===== src/rtl/shift_pkg.sv =====
// Shared types and constants for the shift writeback stage.
// The entry struct is the unit that moves through the two-deep skid buffer,
// and makeEntry is where the capture rules live so every load path agrees.
package shift_pkg;

    localparam int DATA_W = 32;
    localparam int REG_AW = 5;

    typedef struct packed {
        logic [DATA_W-1:0] data;
        logic [REG_AW-1:0] rd;
        logic              we;
        logic              zero;
    } entry_t;

    typedef enum logic [1:0] {
        EMPTY = 2'd0,
        ONE   = 2'd1,
        FULL  = 2'd2
    } state_t;

    // Builds an entry from raw shift_unit outputs. Writes to x0 are squashed
    // here so neither writeback nor forwarding ever sees a write to x0.
    function automatic entry_t makeEntry(
        input logic [DATA_W-1:0] sh,
        input logic [REG_AW-1:0] rd,
        input logic              we
    );
        entry_t e;
        e.data = sh;
        e.rd   = rd;
        e.we   = we & (rd != '0);
        e.zero = (sh == '0);
        return e;
    endfunction

endpackage


===== src/rtl/shift_wb_entry.sv =====
// One storage slot of the writeback skid buffer.
// Holds a full entry; clear_i zeroes the contents and wins over load_i.
// Validity is tracked by the owning FSM, not here.
module shift_wb_entry
    import shift_pkg::*;
(
    input  logic   clk,
    input  logic   clear_i,
    input  logic   load_i,
    input  entry_t entry_i,
    output entry_t entry_o
);

    entry_t entry_q;

    // Capture a new entry when loaded; a clear wipes the slot back to zero.
    always_ff @(posedge clk) begin
        if (clear_i) begin
            entry_q <= '0;
        end else if (load_i) begin
            entry_q <= entry_i;
        end
    end

    assign entry_o = entry_q;

endmodule


===== src/rtl/shift_wb_stage.sv =====
// Registered output stage behind shift_unit.
// MAIN drives the writeback port, SKID absorbs the one extra result that can
// arrive while writeback stalls, so in_ready can be a flop and still sustain
// one result per cycle. Forwarding exposes the youngest held result.
module shift_wb_stage
    import shift_pkg::*;
(
    input  logic              clk,
    input  logic              rst_n,
    input  logic              flush,
    input  logic              in_valid,
    output logic              in_ready,
    input  logic [DATA_W-1:0] in_sh,
    input  logic [REG_AW-1:0] in_rd,
    input  logic              in_we,
    output logic              out_valid,
    input  logic              out_ready,
    output logic [DATA_W-1:0] out_data,
    output logic [REG_AW-1:0] out_rd,
    output logic              out_we,
    output logic              out_zero,
    output logic              fwd_valid,
    output logic [REG_AW-1:0] fwd_rd,
    output logic [DATA_W-1:0] fwd_data
);

    state_t state_q;
    state_t state_d;
    logic   inReady_q;

    logic   accept;
    logic   pop;
    logic   loadMain;
    logic   loadSkid;
    logic   clearEntries;
    entry_t newEntry;
    entry_t mainIn;
    entry_t mainEntry;
    entry_t skidEntry;
    entry_t fwdEntry;
    logic   fwdSelValid;

    assign out_valid    = (state_q != EMPTY);
    assign accept       = in_valid & inReady_q;
    assign pop          = out_valid & out_ready;
    assign newEntry     = makeEntry(in_sh, in_rd, in_we);
    assign clearEntries = ~rst_n;

    // Next-state and load decisions. Flush beats everything: nothing is
    // loaded and the buffer empties. In FULL in_ready is already low, so the
    // only event is a pop, which promotes SKID into MAIN.
    always_comb begin
        state_d  = state_q;
        loadMain = 1'b0;
        loadSkid = 1'b0;
        mainIn   = newEntry;
        if (flush) begin
            state_d = EMPTY;
        end else begin
            case (state_q)
                EMPTY: begin
                    if (accept) begin
                        loadMain = 1'b1;
                        state_d  = ONE;
                    end
                end
                ONE: begin
                    if (accept && pop) begin
                        loadMain = 1'b1;
                    end else if (accept) begin
                        loadSkid = 1'b1;
                        state_d  = FULL;
                    end else if (pop) begin
                        state_d  = EMPTY;
                    end
                end
                FULL: begin
                    if (pop) begin
                        loadMain = 1'b1;
                        mainIn   = skidEntry;
                        state_d  = ONE;
                    end
                end
                default: begin
                    state_d = EMPTY;
                end
            endcase
        end
    end

    // State and ready flop. in_ready is computed from the next state so it
    // is already correct on the cycle the buffer fills or drains.
    always_ff @(posedge clk) begin
        if (!rst_n) begin
            state_q   <= EMPTY;
            inReady_q <= 1'b1;
        end else begin
            state_q   <= state_d;
            inReady_q <= (state_d != FULL);
        end
    end

    assign in_ready = inReady_q;

    shift_wb_entry uMain (
        .clk     (clk),
        .clear_i (clearEntries),
        .load_i  (loadMain),
        .entry_i (mainIn),
        .entry_o (mainEntry)
    );

    shift_wb_entry uSkid (
        .clk     (clk),
        .clear_i (clearEntries),
        .load_i  (loadSkid),
        .entry_i (newEntry),
        .entry_o (skidEntry)
    );

    assign out_data = mainEntry.data;
    assign out_rd   = mainEntry.rd;
    assign out_we   = mainEntry.we;
    assign out_zero = mainEntry.zero;

    // Forwarding picks the youngest held entry: SKID only holds data in FULL,
    // otherwise MAIN. With nothing held the forwarding bus reads all zero.
    always_comb begin
        fwdEntry    = (state_q == FULL) ? skidEntry : mainEntry;
        fwdSelValid = (state_q != EMPTY);
        fwd_valid   = fwdSelValid & fwdEntry.we;
        fwd_rd      = fwdSelValid ? fwdEntry.rd : '0;
        fwd_data    = fwdSelValid ? fwdEntry.data : '0;
    end

endmodule


===== config.mk =====
export PLATFORM = sky130hd
export DESIGN_NAME = shift_wb_stage
export DESIGN_NICKNAME = d
export VERILOG_FILES = /design/src/rtl/shift_pkg.sv /design/src/rtl/shift_wb_entry.sv /design/src/rtl/shift_wb_stage.sv
export SDC_FILE = /design/constraint.sdc
export NUM_CORES = 1
export LEC_CHECK = 0
export CORE_MARGIN = 2
export CORE_UTILIZATION = 25
export CTS_BUF_LIST = sky130_fd_sc_hd__clkbuf_4
export CTS_CLUSTER_DIAMETER = 30
export CTS_CLUSTER_SIZE = 40
export DETAILED_ROUTE_END_ITERATION = 7
export GPL_TIMING_DRIVEN = 0
export PLACE_DENSITY = 0.45
export SLEW_MARGIN = 5
export SYNTH_ARGS = -nofsm -noshare
export SYNTH_HDL_FRONTEND = slang
export SYNTH_HIERARCHICAL = 1
export SYNTH_SLANG_ARGS = --single-unit

===== constraint.sdc =====
create_clock -name clk -period 2.8 [get_ports clk]
set_clock_uncertainty 0.15 [all_clocks]
set_input_delay 0.42 -clock clk [delete_from_list [all_inputs] [get_ports clk]]
set_output_delay 0.42 -clock clk [all_outputs]
set_load 0.005 [all_outputs]

==> summary.txt, run 1 <==
status: finished, final reports clean
setup repair after global routing missed its margin: no
I/O pins: 122
vias in the first global route: 3224
height of the die: 130 um
Static Leak: 2.00 nW
post-route worst setup slack: 0.170 ns
most numerous cell in the Yosys netlist: nor2_1
FILL cells: 1585
input/output buffers: 121
global-route wire length before repair: 18500 um
post-DR vias/cell: 4.51
Synth async-reset ratio: 0%
TritonCTS Sinks: 81
Maximum Capacitance Violations: 0
Synth Warn #: 6
f_max: 380 MHz
CTS tree: built
top-area cell type share of the netlist area: 41.1%
crit start category: flop
Max Used Layer: met4
minimum clock period after layout: 2.63 ns
Post-DRT Antenna Nets: 0
classification of the worst-slack hold path: reg2reg
final setup TNS: 0 ns
Worst-Margin Slew: 0.640 ns
Cell Pwr Density: 397 nW/um^2
worst-skew pair later-pin latency: 0.43 ns
Area contributors post-synth: dfxtp_1 (41%), mux2i_1 (20%), a22o_1 (8.4%), mux2_2 (8.3%), nor2_1 (7.8%)
# nets final: 551
ordered list of cells on the worst path: buf_4 -> nor2b_4 -> clkbuf_2 -> a22o_1 -> clkdlybuf4s50_1
Worst Hold Depth: 2
number of flops mapped to enable cells by yosys: 0
Net Count, Synth: 420
mapped cell area: 3950 um^2
GPL Wtd Cong: 0.721
clock input transition at the sequential cells of the worst setup and hold paths: 0.12 ns
CP Class: reg2out
design area: 5540 um^2
Vias: 3272
hold_buf cts: 0
layout cell share with drive strength beyond 1: 15.8%
crit path DAT: 2.06 ns
CTS Buf Count: 9
fin. max-slew vios: 0
maximum VDD drop: 209 uV
DRT met1 WL: 5760 um
Longest Clk Path Bufs: 2
Final period util: 93.9%
Final Hold Fails: 0
Slew headroom: 57.3%
residual DRC count: 0
worst path bufs/invs: 3
Tot GR Track Use: 14.5%
htree depth: 3
CORE AREA: 15300 um^2
Reg2Reg Depth: 9
cell taking the most area after synthesis: dfxtp_1
Starting Density: 25.8%
Placed Cells: 709
critical-path cell with the highest stage delay: clkdlybuf4s50_1
final WL: 12000 um
TritonRoute pass-1 iters: 7
largest net degree at the start of global routing: 13
final non-filler cell total: 725
Met3 Wirelength: 686 um
pre-CTS setup slack: 0.348 ns
WL/cell: 16.6 um
clk root buf: clkbuf_4
Final Util: 36.2%
area post-placement: 5430 um^2
CP required: 2.23 ns
endpoints failing setup: 0
detailed-placement wirelength estimate: 8370 um
metal2 WL: 5470 um
P&R area growth vs syn: 40.3%
CP Capture Type: output pin
Synth cell types: 29
initial antenna violation count: 1
initial DRC count: 133
Row Count: 45
crit-path max FO: 10
sequential share of the synthesized area: 41.1%
max incr delay on CP: 0.51 ns
FF+latch count, synth: 81
Die W: 130 um
synthesized instance count: 377
number of cells on the critical path: 5
Post-synth top cells: nor2_1 (82), dfxtp_1 (81), mux2i_1 (78)
Die Area: 16800 um^2
family with the most delay on the worst path: buffers and inverters
main flop type after synthesis: dfxtp_1
Post-Syn Area per Cell: 10.5 um^2
GRT overflow: 0
path summary, 6_finish.rpt:
check	start	endpoint	slack [ns]
setup / recovery	state_q[0]	fwd_data[14]	0.17
hold / removal	uSkid/entry_o[0]	uSkid/entry_o[0]	0.36
setup reg to reg	state_q[0]	uMain/entry_o[13]	0.66
hold reg to reg	uSkid/entry_o[0]	uSkid/entry_o[0]	0.36
cell usage in the layout (no fill, tap or decap), types with 2 or more instances in the layout:
cell type	count
clkdlybuf4s50_1	121
nor2_1	82
dfxtp_1	80
mux2i_1	78
a22o_1	38
mux2_2	29
clkbuf_4	11
mux2_4	10
nor4_1	8
buf_4	7
clkbuf_2	6
clkbuf_1	6
buf_6	4
buf_12	4
a21oi_1	3
clkinv_2	3
nand4_1	2
or3_1	2
clkinv_1	2
buf_2	2
layout make-up:
class / count / area, um^2 / share of cell area [%]
clock inverter: 5 / 22.5 / 0.406
inverter: 1 / 3.75 / 0.0677
sequential: 81 / 1620 / 29.3
multi-input combinational: 264 / 2080 / 37.5
clock buffer: 11 / 82.6 / 1.49
tap: 211 / 264 / 4.76
buffer: 30 / 255 / 4.60
timing repair buffer: 121 / 1210 / 21.9
antenna: 1 / 2.50 / 0.0451
power by group:
group	leakage, nW	switching [mW]	internal, mW
logic	1.28	0.156	0.220
registers	0.659	0.0296	1.19
clock network	0.0655	0.412	0.193
total	2.00	0.598	1.60
state kept, by name (all words and copies together) (netlist names):
register and cells:
in_ready 1, uSkid/entry_o 39, state_q 2, uMain/entry_o 39
worst reg2reg max path, stage by stage, from the launching register on:
cell,delay [ns]
dfxtp_1,0.32
buf_4,0.16
nor2b_4,0.16
buf_6,0.23
o21ai_0,0.16
a21oi_1,0.19
buf_6,0.14
buf_4,0.24
mux2i_1,0.23
nor2_1,0.06
metrics by stage:
stage / hold slack [ns] / total power [mW]
after floorplan: 0.304 / 1.42
after global placement: 0.317 / 1.62
after detailed placement: 0.335 / 1.63
after CTS: 0.365 / 2.25
after global routing: 0.407 / 2.33
final: 0.357 / 2.20
layer usage:
metal | GRT usage (%) | vias up
met4 | 2.91 | 0
li1 | - | 1614
met1 | 19.6 | 1560
met5 | 0 | -
met2 | 22.9 | 89
met3 | 4.88 | 9
cells by family (layout without fill, tap and decap cells):
kind of cell,count (synthesis),in the layout,share of synthesized area (%)
mux,117,117,31.8
flops,81,81,41.1
simple gates,103,103,11.5
compound gates,44,44,9.31
other cells,0,1,0
buf+inv,32,168,6.33
repair_timing:
item	in CTS	in global routing
resized for setup	6	7
endpoints found under the setup margin	30	31
setup buffers	0	0
Note: power is estimated with default switching activity, not from simulation.
==> run 2: changes to the inputs <==
--- a/config.mk
+++ b/config.mk
@@ -12,7 +12,6 @@
 export CTS_CLUSTER_SIZE = 40
 export DETAILED_ROUTE_END_ITERATION = 7
 export GPL_TIMING_DRIVEN = 0
-export PLACE_DENSITY = 0.45
 export SLEW_MARGIN = 5
 export SYNTH_ARGS = -nofsm -noshare
 export SYNTH_HDL_FRONTEND = slang
==> summary.txt, run 2 (synthesis results as in run 1) <==
Post-DRT Antenna Nets: 0 (unchanged)
CP required: 2.23 ns (about the same)
vias in the first global route: 3223 (was 3224)
detailed-placement wirelength estimate: 8300 um (was 8370 um)
Slew headroom: 60.6% (was 57.3%)
final WL: 11700 um (was 12000 um)
Worst-Margin Slew: 0.585 ns (was 0.640 ns)
Starting Density: 25.8% (unchanged)
residual DRC count: 0 (unchanged)
Die Area: 16800 um^2 (unchanged)
classification of the worst-slack hold path: reg2reg (unchanged)
height of the die: 130 um (unchanged)
Pwr Total: 2.18 mW (was 2.20 mW)
I/O pins: 122 (unchanged)
htree depth: 3 (unchanged)
clock input transition at the sequential cells of the worst setup and hold paths: 0.12 ns (about the same)
crit start category: flop (unchanged)
CP Class: reg2out (unchanged)
register area: 1620 um^2 (about the same)
f_max: 375 MHz (was 380 MHz)
maximum VDD drop: 317 uV (was 209 uV)
Tot GR Track Use: 14.0% (was 14.5%)
GPL Wtd Cong: 0.762 (was 0.721)
area taken by multi-input logic gates: 2080 um^2 (unchanged)
minimum clock period after layout: 2.67 ns (was 2.63 ns)
TritonRoute pass-1 iters: 4 (was 7)
Static Leak: 2.01 nW (was 2.00 nW)
Die W: 130 um (unchanged)
most common cell after layout, fill and taps aside: clkdlybuf4s50_1 (unchanged)
CTS Buf Count: 9 (unchanged)
largest net degree at the start of global routing: 13 (unchanged)
clk root buf: clkbuf_4 (unchanged)
Row Count: 45 (unchanged)
Maximum Capacitance Violations: 0 (unchanged)
ant diodes: 0 (was 1)
fin. max-slew vios: 0 (unchanged)
post-DR vias/cell: 4.53 (was 4.51)
status: finished, final reports clean (unchanged)
Vias: 3286 (was 3272)
CORE AREA: 15300 um^2 (unchanged)
crit-path max FO: 10 (unchanged)
worst-skew pair later-pin latency: 0.44 ns (was 0.43 ns)
input/output buffers: 121 (unchanged)
Cell Pwr Density: 393 nW/um^2 (was 397 nW/um^2)
WL/cell: 16.2 um (was 16.6 um)
layout cell share with drive strength beyond 1: 15.8% (about the same)
# nets final: 552 (was 551)
GRT overflow: 0 (unchanged)
initial antenna violation count: 0 (was 1)
CP Capture Type: output pin (unchanged)
endpoints failing setup: 0 (unchanged)
TritonCTS Sinks: 81 (unchanged)
Final Hold Fails: 0 (unchanged)
Final period util: 95.3% (was 93.9%)
most frequent cells in the layout: clkdlybuf4s50_1 (121), nor2_1 (82), dfxtp_1 (81) (was clkdlybuf4s50_1 (121), nor2_1 (82), dfxtp_1 (80))
initial DRC count: 112 (was 133)
final setup TNS: 0 ns (unchanged)
P&R area growth vs syn: 40.6% (was 40.3%)
FILL cells: 1558 (was 1585)
crit path DAT: 2.10 ns (was 2.06 ns)
setup repair after global routing missed its margin: yes (was no)
global-route wire length before repair: 17900 um (was 18500 um)
CTS tree: built (unchanged)
Longest Clk Path Bufs: 2 (unchanged)
run 2: critical path, stage by stage (launching register included):
cell and delay [ns]:
dfxtp_1 0.32, buf_4 0.16, nor2b_4 0.16, buf_6 0.18
buf_6 0.17, a22o_1 0.15, clkdlybuf4s50_1 0.50
run 2: final timing paths:
path	slack, ns	startpoint	cells past startpoint	end
max	0.13	state_q[0]	6	fwd_data[21]
min	0.35	uSkid/entry_o[0]	2	uSkid/entry_o[0]
max reg2reg	0.72	state_q[0]	10	uMain/entry_o[30]
min reg2reg	0.35	uSkid/entry_o[0]	2	uSkid/entry_o[0]
run 2: through the flow:
stage               instance area [um^2]  hold slack (ns)  instances  utilization [%]  setup slack (ns)
finish                              5550            0.354        725             36.3             0.130
global route                        5550            0.400        725             36.3         -0.000479
CTS                                 5550            0.361        725             36.2            0.0251
detailed placement                  5430            0.330        709             35.4             0.294
global placement                    5430            0.317        709             35.4             0.338
floorplan                           3950            0.304        377                -             0.919
run 2: report_power, final:
part           internal, mW  total (mW)  switching (mW)  leakage (nW)
clock network         0.193       0.583           0.390        0.0655
logic                 0.221       0.377           0.156          1.28
registers              1.19        1.22          0.0292         0.658
run 2: routing by layer:
layer	up-vias	wire, um	track usage, %
met5	-	0	0
met4	0	143	4.24
met3	13	570	4.47
met2	85	5480	22.1
met1	1578	5530	18.4
li1	1610	-	-
run 2: repair_timing:
action,4_1_cts,5_1_grt
hold buffers,0,0
endpoints found under the setup margin,31,11
resized for setup,9,3
setup buffers,0,0
run 2: cell type report:
| cell class | count | share of cell area [%] |
|---|---|---|
| Buffer | 31 | 4.84 |
| Clock buffer | 11 | 1.49 |
| Clock inverter | 5 | 0.406 |
| Inverter | 1 | 0.0676 |
| Multi-Input combinational cell | 264 | 37.4 |
| Sequential cell | 81 | 29.2 |
| Tap cell | 211 | 4.75 |
| Timing Repair Buffer | 121 | 21.8 |
==> run 3: changes to the inputs <==
--- a/config.mk
+++ b/config.mk
@@ -9,7 +9,7 @@
 export CORE_UTILIZATION = 25
 export CTS_BUF_LIST = sky130_fd_sc_hd__clkbuf_4
 export CTS_CLUSTER_DIAMETER = 30
-export CTS_CLUSTER_SIZE = 40
+export CTS_CLUSTER_SIZE = 25
 export DETAILED_ROUTE_END_ITERATION = 7
 export GPL_TIMING_DRIVEN = 0
 export SLEW_MARGIN = 5
==> results of run 3 <==
No change in the layout: final DEF, timing and power equal those of run 2.
